File: src/rtl/jtag_host_master.sv
// jtag_host_master
// On-chip JTAG initiator. Takes one command at a time over a valid/ready
// interface (TAP reset, IR shift, DR shift, idle clocks), generates
// TCK/TMS/TDI for a target TAP, and returns the TDO bits captured during the
// shift.
//
// Ports:
//   sys_root_clk   system clock, rising edge only
//   sys_root_rstn  synchronous active-low reset
//   cmd_valid/cmd_ready         command handshake
//   cmd_type       00 TAP reset, 01 IR shift, 10 DR shift, 11 idle clocks
//   cmd_len        shift length in bits, or TCK count for idle
//   cmd_data       TDI data, LSB shifted first
//   rsp_valid      one-cycle completion pulse
//   rsp_data       captured TDO, bit i sampled during shift bit i
//   jtag_tck/jtag_tms/jtag_tdi  JTAG outputs
//   jtag_tdo       JTAG input from target
module jtag_host_master #(
    parameter int CLK_DIV = 4,
    parameter int MAX_LEN = 64
) (
    input  logic               sys_root_clk,
    input  logic               sys_root_rstn,
    input  logic               cmd_valid,
    output logic               cmd_ready,
    input  logic [1:0]         cmd_type,
    input  logic [6:0]         cmd_len,
    input  logic [MAX_LEN-1:0] cmd_data,
    output logic               rsp_valid,
    output logic [MAX_LEN-1:0] rsp_data,
    output logic               jtag_tck,
    output logic               jtag_tms,
    output logic               jtag_tdi,
    input  logic               jtag_tdo
);

    localparam int         IDX_W    = (MAX_LEN > 1) ? $clog2(MAX_LEN) : 1;
    localparam logic [7:0] DIV_LAST = 8'(CLK_DIV - 1);
    localparam logic [6:0] LEN_MAX  = 7'(MAX_LEN);

    typedef enum logic [2:0] {
        IDLE,
        TLR,
        PRE,
        SHIFT,
        POST,
        WAIT,
        DONE
    } state_t;

    state_t             state;
    logic [7:0]         div_cnt;
    logic [6:0]         len;      // effective length of the active command
    logic [6:0]         cnt;      // TCK cycle index within the current state
    logic               is_ir;
    logic [MAX_LEN-1:0] data_sr;  // remaining TDI bits, next bit at [0]
    logic [MAX_LEN-1:0] cap;      // TDO bits captured so far

    logic       accept;
    logic       active;
    logic       div_tick;
    logic       rise;
    logic       fall;
    logic       load_bit;
    logic [6:0] shift_len;
    logic [6:0] pre_last;
    logic [6:0] len_last;

    assign accept   = cmd_valid && cmd_ready;
    assign div_tick = (div_cnt == DIV_LAST);
    assign pre_last = is_ir ? 7'd3 : 7'd2;
    assign len_last = len - 7'd1;

    // TCK only runs while a command with at least one TCK cycle is in flight.
    assign active = (state == TLR) || (state == PRE) || (state == SHIFT) ||
                    (state == POST) || ((state == WAIT) && (len != 7'd0));
    assign rise   = active && div_tick && !jtag_tck;
    assign fall   = active && div_tick && jtag_tck;

    // A falling edge that starts a shift bit presents the next TDI bit.
    assign load_bit = fall && (((state == PRE) && (cnt == pre_last)) ||
                               ((state == SHIFT) && (cnt != len_last)));

    // Shift lengths: 0 behaves as 1, anything past MAX_LEN is clamped.
    always_comb begin
        shift_len = cmd_len;
        if (cmd_len == 7'd0) begin
            shift_len = 7'd1;
        end else if (cmd_len > LEN_MAX) begin
            shift_len = LEN_MAX;
        end
    end

    // Data path: TDI shift register and TDO capture, no reset needed.
    always_ff @(posedge sys_root_clk) begin
        if (accept) begin
            data_sr <= cmd_data;
            cap     <= '0;
        end else begin
            if (rise && (state == SHIFT)) begin
                cap[cnt[IDX_W-1:0]] <= jtag_tdo;
            end
            if (load_bit) begin
                data_sr <= data_sr >> 1;
            end
        end
    end

    // Control FSM with registered JTAG and handshake outputs.
    always_ff @(posedge sys_root_clk) begin
        if (!sys_root_rstn) begin
            state     <= IDLE;
            cmd_ready <= 1'b0;
            rsp_valid <= 1'b0;
            rsp_data  <= '0;
            jtag_tck  <= 1'b0;
            jtag_tms  <= 1'b1;
            jtag_tdi  <= 1'b0;
            div_cnt   <= 8'd0;
            cnt       <= 7'd0;
            len       <= 7'd0;
            is_ir     <= 1'b0;
        end else begin
            rsp_valid <= 1'b0;

            if (active) begin
                div_cnt <= div_tick ? 8'd0 : div_cnt + 8'd1;
                if (div_tick) begin
                    jtag_tck <= ~jtag_tck;
                end
            end

            case (state)
                IDLE: begin
                    cmd_ready <= 1'b1;
                    if (accept) begin
                        cmd_ready <= 1'b0;
                        div_cnt   <= 8'd0;
                        cnt       <= 7'd0;
                        jtag_tdi  <= 1'b0;
                        is_ir     <= (cmd_type == 2'b01);
                        case (cmd_type)
                            2'b00: begin
                                state    <= TLR;
                                jtag_tms <= 1'b1;
                                len      <= 7'd6;
                            end
                            2'b11: begin
                                state    <= WAIT;
                                jtag_tms <= 1'b0;
                                len      <= cmd_len;
                            end
                            default: begin
                                state    <= PRE;
                                jtag_tms <= 1'b1;
                                len      <= shift_len;
                            end
                        endcase
                    end
                end

                TLR: begin
                    if (fall) begin
                        if (cnt == 7'd5) begin
                            state     <= DONE;
                            rsp_valid <= 1'b1;
                            rsp_data  <= '0;
                        end else begin
                            cnt      <= cnt + 7'd1;
                            // Five ones then a zero lands in Run-Test/Idle.
                            jtag_tms <= (cnt != 7'd4);
                        end
                    end
                end

                PRE: begin
                    if (fall) begin
                        if (cnt == pre_last) begin
                            state    <= SHIFT;
                            cnt      <= 7'd0;
                            jtag_tms <= (len == 7'd1);
                            jtag_tdi <= data_sr[0];
                        end else begin
                            cnt      <= cnt + 7'd1;
                            // IR path needs a second 1 to reach Select-IR.
                            jtag_tms <= is_ir && (cnt == 7'd0);
                        end
                    end
                end

                SHIFT: begin
                    if (fall) begin
                        if (cnt == len_last) begin
                            state    <= POST;
                            cnt      <= 7'd0;
                            jtag_tms <= 1'b1;
                            jtag_tdi <= 1'b0;
                        end else begin
                            cnt      <= cnt + 7'd1;
                            // Last bit carries TMS=1 to leave via Exit1.
                            jtag_tms <= ((cnt + 7'd1) == len_last);
                            jtag_tdi <= data_sr[0];
                        end
                    end
                end

                POST: begin
                    if (fall) begin
                        if (cnt == 7'd0) begin
                            cnt      <= 7'd1;
                            jtag_tms <= 1'b0;
                        end else begin
                            state     <= DONE;
                            rsp_valid <= 1'b1;
                            rsp_data  <= cap;
                        end
                    end
                end

                WAIT: begin
                    if (len == 7'd0) begin
                        state     <= DONE;
                        rsp_valid <= 1'b1;
                        rsp_data  <= '0;
                    end else if (fall) begin
                        if (cnt == len_last) begin
                            state     <= DONE;
                            rsp_valid <= 1'b1;
                            rsp_data  <= '0;
                        end else begin
                            cnt <= cnt + 7'd1;
                        end
                    end
                end

                DONE: begin
                    state     <= IDLE;
                    cmd_ready <= 1'b1;
                end

                default: begin
                    state <= IDLE;
                end
            endcase
        end
    end

endmodule

File: config.mk
export PLATFORM = sky130hd
export DESIGN_NAME = jtag_host_master
export DESIGN_NICKNAME = d
export VERILOG_FILES = /design/src/rtl/jtag_host_master.sv
export SDC_FILE = /design/constraint.sdc
export NUM_CORES = 1
export LEC_CHECK = 0
export ABC_AREA = 0
export BUFFER_PORTS_ARGS = -buffer_cell sky130_fd_sc_hd__buf_2
export CAP_MARGIN = 20
export CORE_ASPECT_RATIO = 1.4
export CORE_MARGIN = 3
export CORE_UTILIZATION = 42
export DETAILED_ROUTE_END_ITERATION = 10
export PLACE_DENSITY = 0.6
export SLEW_MARGIN = 20
export SYNTH_ARGS = -nofsm -noshare
export SYNTH_HDL_FRONTEND = slang
export SYNTH_SLANG_ARGS = --single-unit
File: constraint.sdc
create_clock -name sys_root_clk -period 8.4 [get_ports sys_root_clk]
set_input_delay 0.84 -clock sys_root_clk [delete_from_list [all_inputs] [get_ports sys_root_clk]]
set_output_delay 0.84 -clock sys_root_clk [all_outputs]
set_load 0.02 [all_outputs]
Word level (Yosys, flattened, before mapping). Index checks and enable logic that the tools add are counted.

Bits in registers: 223. Bits of input ports: 77. Output and inout port bits: 69.

Add/subtract/negate cells: 3. Order comparisons: 3. Equal/unequal tests: 32. Muxes and demuxes: 75. Bitwise gates (word level): 1. Reduce and logical (&&, ||, !) cells: 36.

Operators with widths (number): $mux W64 (9); $pmux W64 S3 (1); $mux W7 (14); $bwmux W64 (1); $pmux W7 S6 (1); $mux W3 (12); $mux W8 (4); $mux W1 (25); $reduce_and A11 Y1 (2); $logic_not A7 Y1 (3); $ne A2 B2 Y1 const B (10); $pmux W3 S6 (1); $eq A7 B7 Y1 (2); $pmux W7 S2 (1); $logic_and A1 B1 Y1 (11); $eq A3 B3 Y1 const B (3); $add A8 B1 Y8 const B (1); $eq A8 B2 Y1 const B (1); $ne A2 B1 Y1 const B (4); $reduce_and A8 Y1 (1); $add A7 B1 Y7 const B (1); $eq A7 B1 Y1 const B (1); $eq A7 B2 Y1 (1); $eq A7 B3 Y1 const B (1); other kinds (30) (39).

Longest topological paths before layout. Gate-level depths: netlist (run 1).

Depth after elaboration: 10. Depth in mapped cells: 11. Depth with buffers taken out: 9.

Least setup slack after synthesis (run 1). No wires, ideal clock.

Path kind: register to register. From: register len[0]. To: register data_sr[0] (enable). Library setup time: 0.574 ns. Data arrival time: 6.084 ns. Data required time: 7.826 ns. Path slack: 1.742 ns. Cell stages (with the launch flop): 9. Buffers on the path: 0. Clock period less this slack: 6.658 ns. Cells stage by stage: dfxtp_1 -> inv_1 -> ha_1 -> nor3b_2 -> mux2i_1 -> o2bb2ai_1 -> o211ai_2 -> mux2i_1 -> o21ai_0.

Longest elaborated chain between the ends: 7. Elaborated cells between the ends (all ways): 11.

RTL lines: start: declaration (line 53) `logic [6:0] len;`; start signal: assignment (line 151) `len <= cmd_len;`; start signal: assignment (line 156) `len <= shift_len;`; branches (longest 5 deep; another with $sub A7 B1 Y7); $logic_and A1 B1 Y1 (*) (line 81) `assign load_bit = fall && (((state == PRE) && (cnt == pre_last)) ||`; $reduce_bool A2 Y1 (no line) (*); end signal: assignment (line 97) `data_sr <= cmd_data;`; end signal: assignment (line 104) `data_sr <= data_sr >> 1;`; end: declaration (line 56) `logic [MAX_LEN-1:0] data_sr;`.

Every way passes the cells marked *. A chain may end at the register's enable or synchronous reset.

Final worst setup path (run 1).
From: register state[2]. To: register rsp_data[45].

Longest elaborated chain between the ends: 9. Elaborated cells between the ends (all ways): 21.

RTL lines: start: declaration (line 51) `state_t state;`; start signal: assignment (line 112) `state <= IDLE;`; start signal: assignment (line 144) `state <= TLR;`; start signal: assignment (line 149) `state <= WAIT;`; $eq A3 B1 Y1 or $eq A3 B2 Y1 (tied branches) (line 75, 133); $logic_or A1 B1 Y1 (3 in a row) (line 75) `assign active = (state == TLR) || (state == PRE) || (state == SHIFT) ||`; $logic_or A1 B1 Y1 (line 76) `(state == POST) || ((state == WAIT) && (len != 7'd0));`; $logic_and A1 B1 Y1 (2 in a row) (line 78) `assign fall = active && div_tick && jtag_tck;`; $ne A3 B2 Y1 (no line) or $ne A2 B2 Y1 (tied branches); $reduce_and A7 Y1 (no line); end signal: assignment (line 215) `rsp_data <= cap;`; end: declaration (line 30) `output logic [MAX_LEN-1:0] rsp_data,`.

Parallel ways exist; a longest one is shown, timed or not.

==> impl_metrics.py, run 1 <==
metrics = {
    "power_and_ir_drop": {
        "power_mw": 2.26,
        "irDropWorstVdd_mv": 0.148,
        "leakage_nw": 4.46,
        "power_per_cell_area_mw_per_mm2": 192,
    },
    "floorplanning": {
        "number_of_top_level_pins": 146,
        "core_area_mm2": 0.0240,
        "floorplan.rows": 67,
        "initial_core_util_pct": 42.7,
        "die_area_mm2": 0.0263,
        "fp.dieH_um": 191,
        "die_w_um": 138,
    },
    "yosys": {
        "netlist_area_mm2": 0.0102,
        "synth-seq-cells": 223,
        "post_synth_num_cell_types": 69,
        "syn_nets": 1291,
        "yosys_warnings": 0,
        "synth_async_sr_flop_share_pct": 0,
        "seq_area_frac_synth_pct": 49.8,
        "synth-edff-count": 64,
        "synth.avg_cell_area_um2": 8.50,
        "ys_dominant_reg_cell": "sky130_fd_sc_hd__dfxtp_1",
        "netlist_instances": 1205,
    },
    "layout": {
        "post_route_cells_drive_above_1_share_pct": 16.3,
        "stdcell_count": 1622,
        "fin_area_mm2": 0.0118,
        "layout-area-overhead-vs-synth_pct": 14.8,
        "antenna_cells_inserted": 0,
        "fin_nets": 1385,
    },
    "setup_path": {
        "arrival_ns": 3.97,
        "critical_path.startpoint_type": "flop",
        "slowest_delay_ns": 0.84,
        "cp-startpoint": "state[2]",
        "timing.critical_path.required_ns": 8.82,
        "timing.critical_path.cells": "or3_1, nand2_1, nor3b_4, o2111ai_1, a21oi_4, buf_4, nand3_1, a21oi_1",
        "timing.critical_path.fanout_max": 110,
        "reg2reg_depth": 8,
        "timing.rr.start": "state[2]",
        "cpMaxStageDelayCell": "sky130_fd_sc_hd__dfxtp_1",
        "endpoint_kind": "flop",
        "path_class": "reg2reg",
    },
    "place": {
        "place.detailed.instances": 1584,
        "placement.io_buffers": 145,
        "detailed_place.area_mm2": 0.0111,
        "dp.final_hpwl_mm": 18.0,
        "routabilityCongestion": 0.852,
    },
    "clocking": {
        "clock_tree.root_cell": "sky130_fd_sc_hd__clkbuf_16",
        "clock_insertion_delay_worst_skew_ns": 0.51,
        "cts_hold_buf": 0,
        "cells_resized_by_post_cts_repair": 0,
        "cts_htree_levels": 1,
        "clk_pin_slew_worst_paths_ns": 0.06,
        "clkSinkCount": 223,
        "max_root_sink_buffers": 3,
        "postCtsSetupBuffers": 0,
        "tritoncts": "done",
        "tritoncts.num_buffers": 23,
    },
    "detailed_routing": {
        "totalWireLength_mm": 27.0,
        "vias": 8773,
        "remaining_drc_errors": 0,
        "avgRoutedWirePerCell_um": 16.7,
        "route.antenna.remaining_nets": 0,
        "drt_iter0_markers": 672,
        "via_per_inst": 5.41,
        "detail_route.first_pass.iterations": 5,
    },
    "hold_path": {
        "hp-start": "cap[29]",
        "hp-class": "reg2reg",
        "hold-path-cell-count": 2,
    },
    "timing": {
        "fmaxAchievable_mhz": 281,
        "final_hold_fails": 0,
        "slew-limit-headroom_pct": 31.1,
        "worst_hold_slack_ns": 0.454,
        "tns_ns": 0,
        "final.setup_skew_ns": 0.0237,
        "finalSetupViolations": 0,
        "finalCriticalPeriod_ns": 3.55,
        "tightestPinTransition_ns": 1.03,
        "report.final.slew_viol_count": 0,
        "grt_setup_unrepaired": "no",
        "period_share_pct": 42.3,
    },
    "global_routing": {
        "globalRouteOverflowTotal": 0,
        "grt_antenna_before_repair": 0,
        "groute.usage.overall_pct": 20.1,
        "first_global_vias": 8335,
        "grt_pass1_wl_mm": 43.1,
        "largest_net_degree_at_the_start_of_global_routing": 111,
    },
    "status": {
        "outcome": "complete, no violations",
    },
    "job": {
        "maxCapViolations": 0,
    },
}
kinds of logic (layout without fill, tap and decap cells):
kind of cell,count (synthesis),count (layout),share of synthesized area [%]
xor gates and xnor gates,29,29,2.48
buffers and inverters,98,205,4.09
AOI/OAI and AO/OA,261,261,14.4
adders and majority gates,10,10,1.20
DFF,223,223,49.8
and+or+nand+nor,578,578,27.4
muxes,6,6,0.599
flip-flops by register name, indices dropped and copies added, names as in the netlist:
name / flops
cap: 64
cmd_ready: 1
cnt: 7
data_sr: 64
div_cnt: 8
is_ir: 1
jtag_tck: 1
jtag_tdi: 1
jtag_tms: 1
len: 7
rsp_data: 64
rsp_valid: 1
state: 3
power breakdown:
| part | internal (mW) | switching [mW] | total (mW) | leakage [nW] |
|---|---|---|---|---|
| clock | 0.528 | 0.414 | 0.942 | 0.335 |
| combinational | 0.0583 | 0.109 | 0.167 | 2.25 |
| sequential | 1.14 | 0.0129 | 1.15 | 1.88 |
| total | 1.72 | 0.535 | 2.26 | 4.46 |
through the flow:
step	worst slack (ns)	utilization (%)
after detailed placement	4.88	46.2
final	4.85	49.1
after floorplan	1.74	-
after global routing	4.52	49.1
after CTS	4.89	49.0
after global placement	5.00	46.2
synthesized netlist by cell type (all sizes together) (3+ instances only):
cell type,number,area [µm²]
a21oi,145,726
a2bb2oi,4,35.0
a31oi,6,37.5
a41oi,4,35.0
and2,6,37.5
and3,10,62.6
buf,24,141
clkbuf,59,221
dfxtp,159,3180
edfxtp,64,1920
ha,9,113
inv,14,52.6
mux2i,5,50.1
nand2,246,923
nand2b,66,413
nand3,144,721
nand3b,4,30.0
nand4,5,37.5
nor2,47,176
nor2b,6,37.5
nor3,15,90.1
nor4,11,121
o2111ai,3,32.5
o211ai,3,27.5
o21ai,69,345
or3,3,18.8
or4,6,45.0
xnor2,16,140
xor2,13,114
cell type report:
type                    count  area, µm²
inverters                  15       56.3
clock inverters             7       41.3
fillers                  2372      12200
repair buffers            152        781
multi-input cells         884       4750
clock buffers              31        636
flip-flops and latches    223       5100
well taps                 310        388
final timing paths:
path	slack, ns	end
max	4.85	rsp_data[45]
min reg2reg	0.45	cap[29]
min	0.45	cap[29]
max reg2reg	4.85	rsp_data[45]
cell usage in the layout, fill, tap and decap left out, drive strengths merged, types with 3 or more instances in the layout:
cell,synthesis,final
a2bb2oi,4,4
buf,24,152
edfxtp,64,64
mux2i,5,5
nand3b,4,4
a41oi,4,4
and2,6,6
dfxtp,159,159
clkbuf,59,31
inv,14,15
a31oi,6,6
o2111ai,3,3
nand4,5,5
nor2,47,47
xor2,13,13
o211ai,3,3
nand2,246,246
xnor2,16,16
nand2b,66,66
nor3,15,15
o21ai,69,69
a21oi,145,145
or4,6,6
nor4,11,11
clkinv,1,6
ha,9,9
nor2b,6,6
and3,10,10
nand3,144,144
or3,3,3
metal layers:
| metal | GRT usage (%) | vias up | share of wire [%] |
|---|---|---|---|
| li1 | - | 4384 | - |
| met2 | 33.9 | 242 | 49 |
| met3 | 2.98 | 39 | 6.0 |
| met1 | 26.8 | 4108 | 42 |
| met4 | 5.93 | 0 | 2.3 |
| met5 | 0 | - | 0 |
critical path: cells and delay by family, from the launching register on:
kind	cells	cell delay, ns
AOI/OAI and AO/OA	3	0.88
buffers and inverters	1	0.76
DFF	1	0.84
and+or+nand+nor	4	0.90
Note: power is estimated with default switching activity, not from simulation.
==> run 2: changes to the inputs <==
ABC_AREA = 1   (was 0)
PLACE_DENSITY = 0.62   (was 0.6)
clock period = 3 ns   (was 8.4 ns; I/O delays follow)
==> run 2 against run 1 <==
Compared with the run above: cell count grew 15%; critical path depth up 9; synthesized area rose by 0.48%; clock power grew to 3.2 times the previous value; combinational power grew to 17 times the previous value; global-route usage down 0.72 points; sequential cell count unchanged; worst hold slack got worse by 0.41 ns; critical path type unchanged; die area up 0.46%; synthesized cell count rose by 16%.
==> impl_metrics.py, run 2 <==
metrics = {
    "global_routing": {
        "largest_net_degree_at_the_start_of_global_routing": 88,
        "groute.usage.overall_pct": 19.4,
        "globalRouteOverflowTotal": 0,
        "first_global_vias": 8721,
        "grt_pass1_wl_mm": 43.3,
        "grt_antenna_before_repair": 0,
    },
    "layout": {
        "multiInputGateArea_mm2": 0.00437,
        "layout-area-overhead-vs-synth_pct": 17.7,
        "n_fill_cell": 2448,
        "post_route_cells_drive_above_1_share_pct": 15.1,
        "fin_nets": 1620,
        "sequential_cell_area_mm2": 0.00510,
        "reg_top3": "cap (64), data_sr (64), rsp_data (64)",
        "most-common-layout-cells": "334 x sky130_fd_sc_hd__nand2_1, 286 x sky130_fd_sc_hd__nor2_1, 159 x sky130_fd_sc_hd__dfxtp_1",
        "antenna_cells_inserted": 0,
        "fin_area_mm2": 0.0121,
        "mostFrequentLayoutCell": "sky130_fd_sc_hd__nand2_1",
    },
    "setup_path": {
        "critical_path.startpoint_type": "flop",
        "endpoint_kind": "flop",
        "arrival_ns": 2.96,
        "timing.critical_path.required_ns": 3.40,
        "path_class": "reg2reg",
        "timing.critical_path.fanout_max": 46,
        "reg2reg_depth": 17,
    },
    "timing": {
        "slew-limit-headroom_pct": 30.3,
        "tightestPinTransition_ns": 1.04,
        "final_hold_fails": 0,
        "period_share_pct": 85.3,
        "report.final.slew_viol_count": 0,
        "worst_hold_slack_ns": 0.0457,
        "tns_ns": 0,
        "fmaxAchievable_mhz": 391,
        "finalCriticalPeriod_ns": 2.56,
        "final.setup_skew_ns": 0.0160,
        "finalSetupViolations": 0,
        "grt_setup_unrepaired": "no",
    },
    "hold_path": {
        "hp-class": "in2reg",
        "hold-path-cell-count": 3,
    },
    "yosys": {
        "yosys_warnings": 0,
        "netlist_instances": 1402,
        "synth_async_sr_flop_share_pct": 0,
        "post_synth_num_cell_types": 39,
        "syn_nets": 1488,
        "synth.avg_cell_area_um2": 7.34,
        "yosys.cell_count.top_type": "sky130_fd_sc_hd__nand2_1",
        "synth.top_cells.by_area": "sky130_fd_sc_hd__dfxtp_1 31%, sky130_fd_sc_hd__edfxtp_1 19%, sky130_fd_sc_hd__nand2_1 12%, sky130_fd_sc_hd__nor2_1 10%, sky130_fd_sc_hd__inv_1 4.6%",
        "netlist_top_cells_count": "337 x sky130_fd_sc_hd__nand2_1, 286 x sky130_fd_sc_hd__nor2_1, 159 x sky130_fd_sc_hd__dfxtp_1",
        "synth-seq-cells": 223,
        "ys_dominant_reg_cell": "sky130_fd_sc_hd__dfxtp_1",
        "netlist_area_mm2": 0.0103,
        "synth-edff-count": 64,
        "seq_area_frac_synth_pct": 49.6,
        "synth_largest_type_area_fraction_pct": 30.9,
        "yosys.area.top_type": "sky130_fd_sc_hd__dfxtp_1",
    },
    "floorplanning": {
        "fp.dieH_um": 191,
        "number_of_top_level_pins": 146,
        "die_w_um": 138,
        "die_area_mm2": 0.0264,
        "initial_core_util_pct": 42.8,
        "floorplan.rows": 67,
        "core_area_mm2": 0.0241,
    },
    "detailed_routing": {
        "via_per_inst": 4.88,
        "routed-wl-met2_mm": 12.9,
        "route.antenna.remaining_nets": 0,
        "detail_route.first_pass.iterations": 5,
        "met3WireLength_mm": 1.27,
        "drt_iter0_markers": 492,
        "topRoutingLayerUsed": "met4",
        "totalWireLength_mm": 26.1,
        "avgRoutedWirePerCell_um": 14.0,
        "remaining_drc_errors": 0,
        "wl_met1_mm": 11.1,
        "vias": 9088,
    },
    "clocking": {
        "cts_htree_levels": 1,
        "tritoncts.num_buffers": 24,
        "max_root_sink_buffers": 3,
        "clock_tree.root_cell": "sky130_fd_sc_hd__clkbuf_16",
        "tritoncts": "done",
        "clock_insertion_delay_worst_skew_ns": 0.51,
        "clkSinkCount": 223,
        "postCtsSetupBuffers": 0,
        "cells_resized_by_post_cts_repair": 0,
        "clk_pin_slew_worst_paths_ns": 0.06,
        "cts_hold_buf": 0,
    },
    "job": {
        "maxCapViolations": 0,
    },
    "power_and_ir_drop": {
        "p_sw_mw": 3.35,
        "clock_power_share_pct": 31.2,
        "switching_share_pct": 34.8,
        "irDropWorstVdd_mv": 0.432,
        "leakage_nw": 5.15,
        "cellInternalPower_mw": 6.26,
        "comb_power_share_pct": 29.7,
        "power_mw": 9.60,
        "seqPwrFrac_pct": 39.1,
        "power_per_cell_area_mw_per_mm2": 793,
    },
    "place": {
        "routabilityCongestion": 0.924,
        "dp.final_hpwl_mm": 18.5,
        "placement.io_buffers": 145,
        "detailed_place.area_mm2": 0.0113,
    },
    "status": {
        "outcome": "complete, no violations",
    },
}
[run 2: final timing paths]
check,from,end,slack (ns)
setup / recovery,len[0],rsp_data[40],0.44
setup reg to reg,len[0],rsp_data[40],0.44
hold reg to reg,cap[19],cap[19],0.46
hold / removal,cmd_data[42],data_sr[42],0.05
[run 2: cells by family after synthesis]
family | after synthesis | share of synthesized area (%)
adder cells (fa/ha/maj) | 9 | 1.09
AND/OR/NAND/NOR | 736 | 29.0
XOR/XNOR | 11 | 0.936
flip-flops | 223 | 49.6
AO/OA/AOI/OAI | 221 | 11.2
buffers and inverters | 202 | 8.17
[run 2: power groups by stage]
stage               Combinational (mW)  Sequential (mW)  Clock, mW
floorplan                         1.93             4.00          0
global placement                  2.84             3.81          0
detailed placement                2.87             3.83          0
CTS                               2.88             3.76       3.08
global route                      3.24             3.80       3.20
finish                            2.86             3.75       2.99
[run 2: stage by stage]
step | setup slack [ns] | utilization [%] | cells
after global placement | 0.566 | 47.0 | 1818
after floorplan | 0.0692 | - | 1402
final | 0.440 | 50.4 | 1862
after detailed placement | 0.488 | 47.0 | 1818
after CTS | 0.461 | 50.4 | 1862
after global routing | 0.166 | 50.4 | 1862
[run 2: metal layers]
metal,global-route usage (%),vias to the layer above
met4,6.77,0
li1,-,4743
met1,24.3,4054
met3,2.78,53
met5,0,-
met2,34.3,238
[run 2: cell type report]
type | instances | share of cell area, %
clock buffers | 36 | 5.78
repair buffers | 169 | 7.68
well taps | 310 | 3.20
inverters | 139 | 4.31
flip-flops and latches | 223 | 42.1
multi-input cells | 977 | 36.1
clock inverters | 8 | 0.836
[run 2: worst max-delay path, cell delays in order, from the launching register on]
cell and delay (ns):
sky130_fd_sc_hd__dfxtp_1 0.32, sky130_fd_sc_hd__inv_1 0.14, sky130_fd_sc_hd__ha_1 0.28, sky130_fd_sc_hd__inv_1 0.06, sky130_fd_sc_hd__nand2_1 0.08, sky130_fd_sc_hd__nand2_1 0.08
sky130_fd_sc_hd__nand2_1 0.06, sky130_fd_sc_hd__nand2_1 0.05, sky130_fd_sc_hd__nor2_1 0.11, sky130_fd_sc_hd__nand2_1 0.06, sky130_fd_sc_hd__nor2_1 0.12, sky130_fd_sc_hd__nand3_1 0.15
sky130_fd_sc_hd__buf_4 0.19, sky130_fd_sc_hd__nand2_1 0.09, sky130_fd_sc_hd__nand2_2 0.08, sky130_fd_sc_hd__buf_4 0.27, sky130_fd_sc_hd__o21ai_0 0.21, sky130_fd_sc_hd__nor2_1 0.06
==> run 3: changes to the inputs <==
PLACE_DENSITY = unset   (was 0.62)
PLACE_DENSITY_LB_ADDON = 0.2   (was unset)
==> run 3 against run 2 <==
Compared with the run above: via count is 0.96% higher; worst hold slack improved by 0.0095 ns; highest routed layer unchanged; global-route usage up 0.24 points.
==> impl_metrics.py, run 3 (synthesis gave the netlist of run 2 again) <==
metrics = {
    "floorplanning": {
        "core_area_mm2": 0.0241,
        "floorplan.rows": 67,
        "die_area_mm2": 0.0264,
        "fp.dieH_um": 191,
        "die_w_um": 138,
        "number_of_top_level_pins": 146,
        "initial_core_util_pct": 42.8,
    },
    "hold_path": {
        "hp-start": "cmd_len[3]",
        "hold_path_end": "len[3]",
        "hold-path-cell-count": 3,
        "hp-class": "in2reg",
    },
    "global_routing": {
        "globalRouteOverflowTotal": 0,
        "first_global_vias": 8995,
        "largest_net_degree_at_the_start_of_global_routing": 88,
        "grt_antenna_before_repair": 0,
        "groute.usage.overall_pct": 19.7,
        "grt_pass1_wl_mm": 43.9,
    },
    "clocking": {
        "cells_resized_by_post_cts_repair": 0,
        "clkSinkCount": 223,
        "tritoncts.num_buffers": 23,
        "cts_htree_levels": 1,
        "clk_pin_slew_worst_paths_ns": 0.06,
        "max_root_sink_buffers": 3,
        "postCtsSetupBuffers": 0,
        "clock_tree.root_cell": "sky130_fd_sc_hd__clkbuf_16",
        "tritoncts": "done",
        "cts_hold_buf": 0,
        "clock_insertion_delay_worst_skew_ns": 0.51,
    },
    "power_and_ir_drop": {
        "leakage_nw": 5.16,
        "power_per_cell_area_mw_per_mm2": 794,
        "irDropWorstVdd_mv": 0.537,
        "power_mw": 9.64,
    },
    "timing": {
        "setup_ws_ns": 0.484,
        "report.final.slew_viol_count": 0,
        "slew-limit-headroom_pct": 31.5,
        "finalSetupViolations": 0,
        "period_share_pct": 83.9,
        "tns_ns": 0,
        "grt_setup_unrepaired": "no",
        "final_hold_fails": 0,
        "fmaxAchievable_mhz": 398,
        "final.setup_skew_ns": 0.0114,
        "worst_hold_slack_ns": 0.0553,
        "tightestPinTransition_ns": 1.03,
        "finalCriticalPeriod_ns": 2.52,
    },
    "place": {
        "routabilityCongestion": 0.889,
        "place.detailed.instances": 1817,
        "dp.final_hpwl_mm": 19.0,
        "placement.io_buffers": 145,
        "post-place-ws_ns": 0.502,
    },
    "layout": {
        "n_fill_cell": 2408,
        "sequential_cell_area_mm2": 0.00510,
        "most-common-layout-cells": "334 x sky130_fd_sc_hd__nand2_1, 286 x sky130_fd_sc_hd__nor2_1, 159 x sky130_fd_sc_hd__dfxtp_1",
        "layout-area-overhead-vs-synth_pct": 18.0,
        "stdcell_count": 1859,
        "antenna_cells_inserted": 0,
        "mostFrequentLayoutCell": "sky130_fd_sc_hd__nand2_1",
        "reg_top3": "cap (64), data_sr (64), rsp_data (64)",
        "post_route_cells_drive_above_1_share_pct": 15.2,
        "fin_nets": 1618,
        "multiInputGateArea_mm2": 0.00437,
    },
    "detailed_routing": {
        "via_per_inst": 4.94,
        "avgRoutedWirePerCell_um": 14.3,
        "route.antenna.remaining_nets": 0,
        "vias": 9175,
        "drt_iter0_markers": 567,
        "totalWireLength_mm": 26.6,
        "remaining_drc_errors": 0,
        "detail_route.first_pass.iterations": 5,
    },
    "setup_path": {
        "timing.rr.start": "cnt[0]",
        "timing.critical_path.required_ns": 3.40,
        "timing.critical_path.fanout_max": 46,
        "critical_path.startpoint_type": "flop",
        "path_class": "reg2reg",
        "rrSetupSlack_ns": 0.48,
        "arrival_ns": 2.92,
        "reg2reg_depth": 11,
        "endpoint_kind": "flop",
        "reg2reg_to": "rsp_data[41]",
    },
    "status": {
        "outcome": "complete, no violations",
    },
    "job": {
        "maxCapViolations": 0,
    },
}
==> run 3: per-stage QoR <==
step	instance area [µm²]	util, %
final	12100	50.5
after global routing	12100	50.5
after CTS	12100	50.5
after detailed placement	11300	47.1
after global placement	11300	47.1
after floorplan	10300	-
==> run 3: worst max path at each step <==
stage | cells past startpoint | slack (ns) | end | start
3_5_place_dp | 11 | 0.50 | rsp_data[41] | cnt[0]
6_report | 11 | 0.48 | rsp_data[41] | cnt[0]
2_1_floorplan | 14 | 0.07 | data_sr[0] | len[0]
4_1_cts | 11 | 0.50 | rsp_data[41] | cnt[0]
3_3_place_gp | 13 | 0.53 | data_sr[17] | len[0]
5_1_grt | 11 | 0.15 | rsp_data[41] | cnt[0]
==> run 3: power breakdown <==
part           switching (mW)  internal (mW)
Sequential              0.196           3.58
Clock                    1.19           1.85
Combinational            1.94          0.884
Total                    3.32           6.32
==> run 3: area by class of cell <==
cell class | instances | share of cell area, %
clock buffer | 32 | 5.61
clock inverter | 10 | 1.15
inverter | 139 | 4.30
multi-input combinational | 977 | 36.0
sequential | 223 | 42.0
tap | 310 | 3.19
timing repair buffer | 168 | 7.71
==> run 3: metal layers <==
| layer | vias to the layer above | track usage, % | part of all wire, % |
|---|---|---|---|
| met1 | 4138 | 23.5 | 43 |
| met5 | - | 0 | 0 |
| met3 | 61 | 2.63 | 4.2 |
| met4 | 0 | 7.91 | 3.9 |
| met2 | 228 | 35.7 | 49 |
| li1 | 4748 | - | - |
==> run 3: critical path, cell delays in order (launching register included) <==
cell and delay (ns):
sky130_fd_sc_hd__dfxtp_1 0.56, sky130_fd_sc_hd__clkinv_1 0.34, sky130_fd_sc_hd__ha_1 0.31, sky130_fd_sc_hd__nand3_1 0.14, sky130_fd_sc_hd__nor2_1 0.06, sky130_fd_sc_hd__a21oi_1 0.13
sky130_fd_sc_hd__nand2_1 0.08, sky130_fd_sc_hd__nor2_1 0.13, sky130_fd_sc_hd__nand2_2 0.09, sky130_fd_sc_hd__buf_4 0.27, sky130_fd_sc_hd__o21ai_0 0.21, sky130_fd_sc_hd__nor2_1 0.05
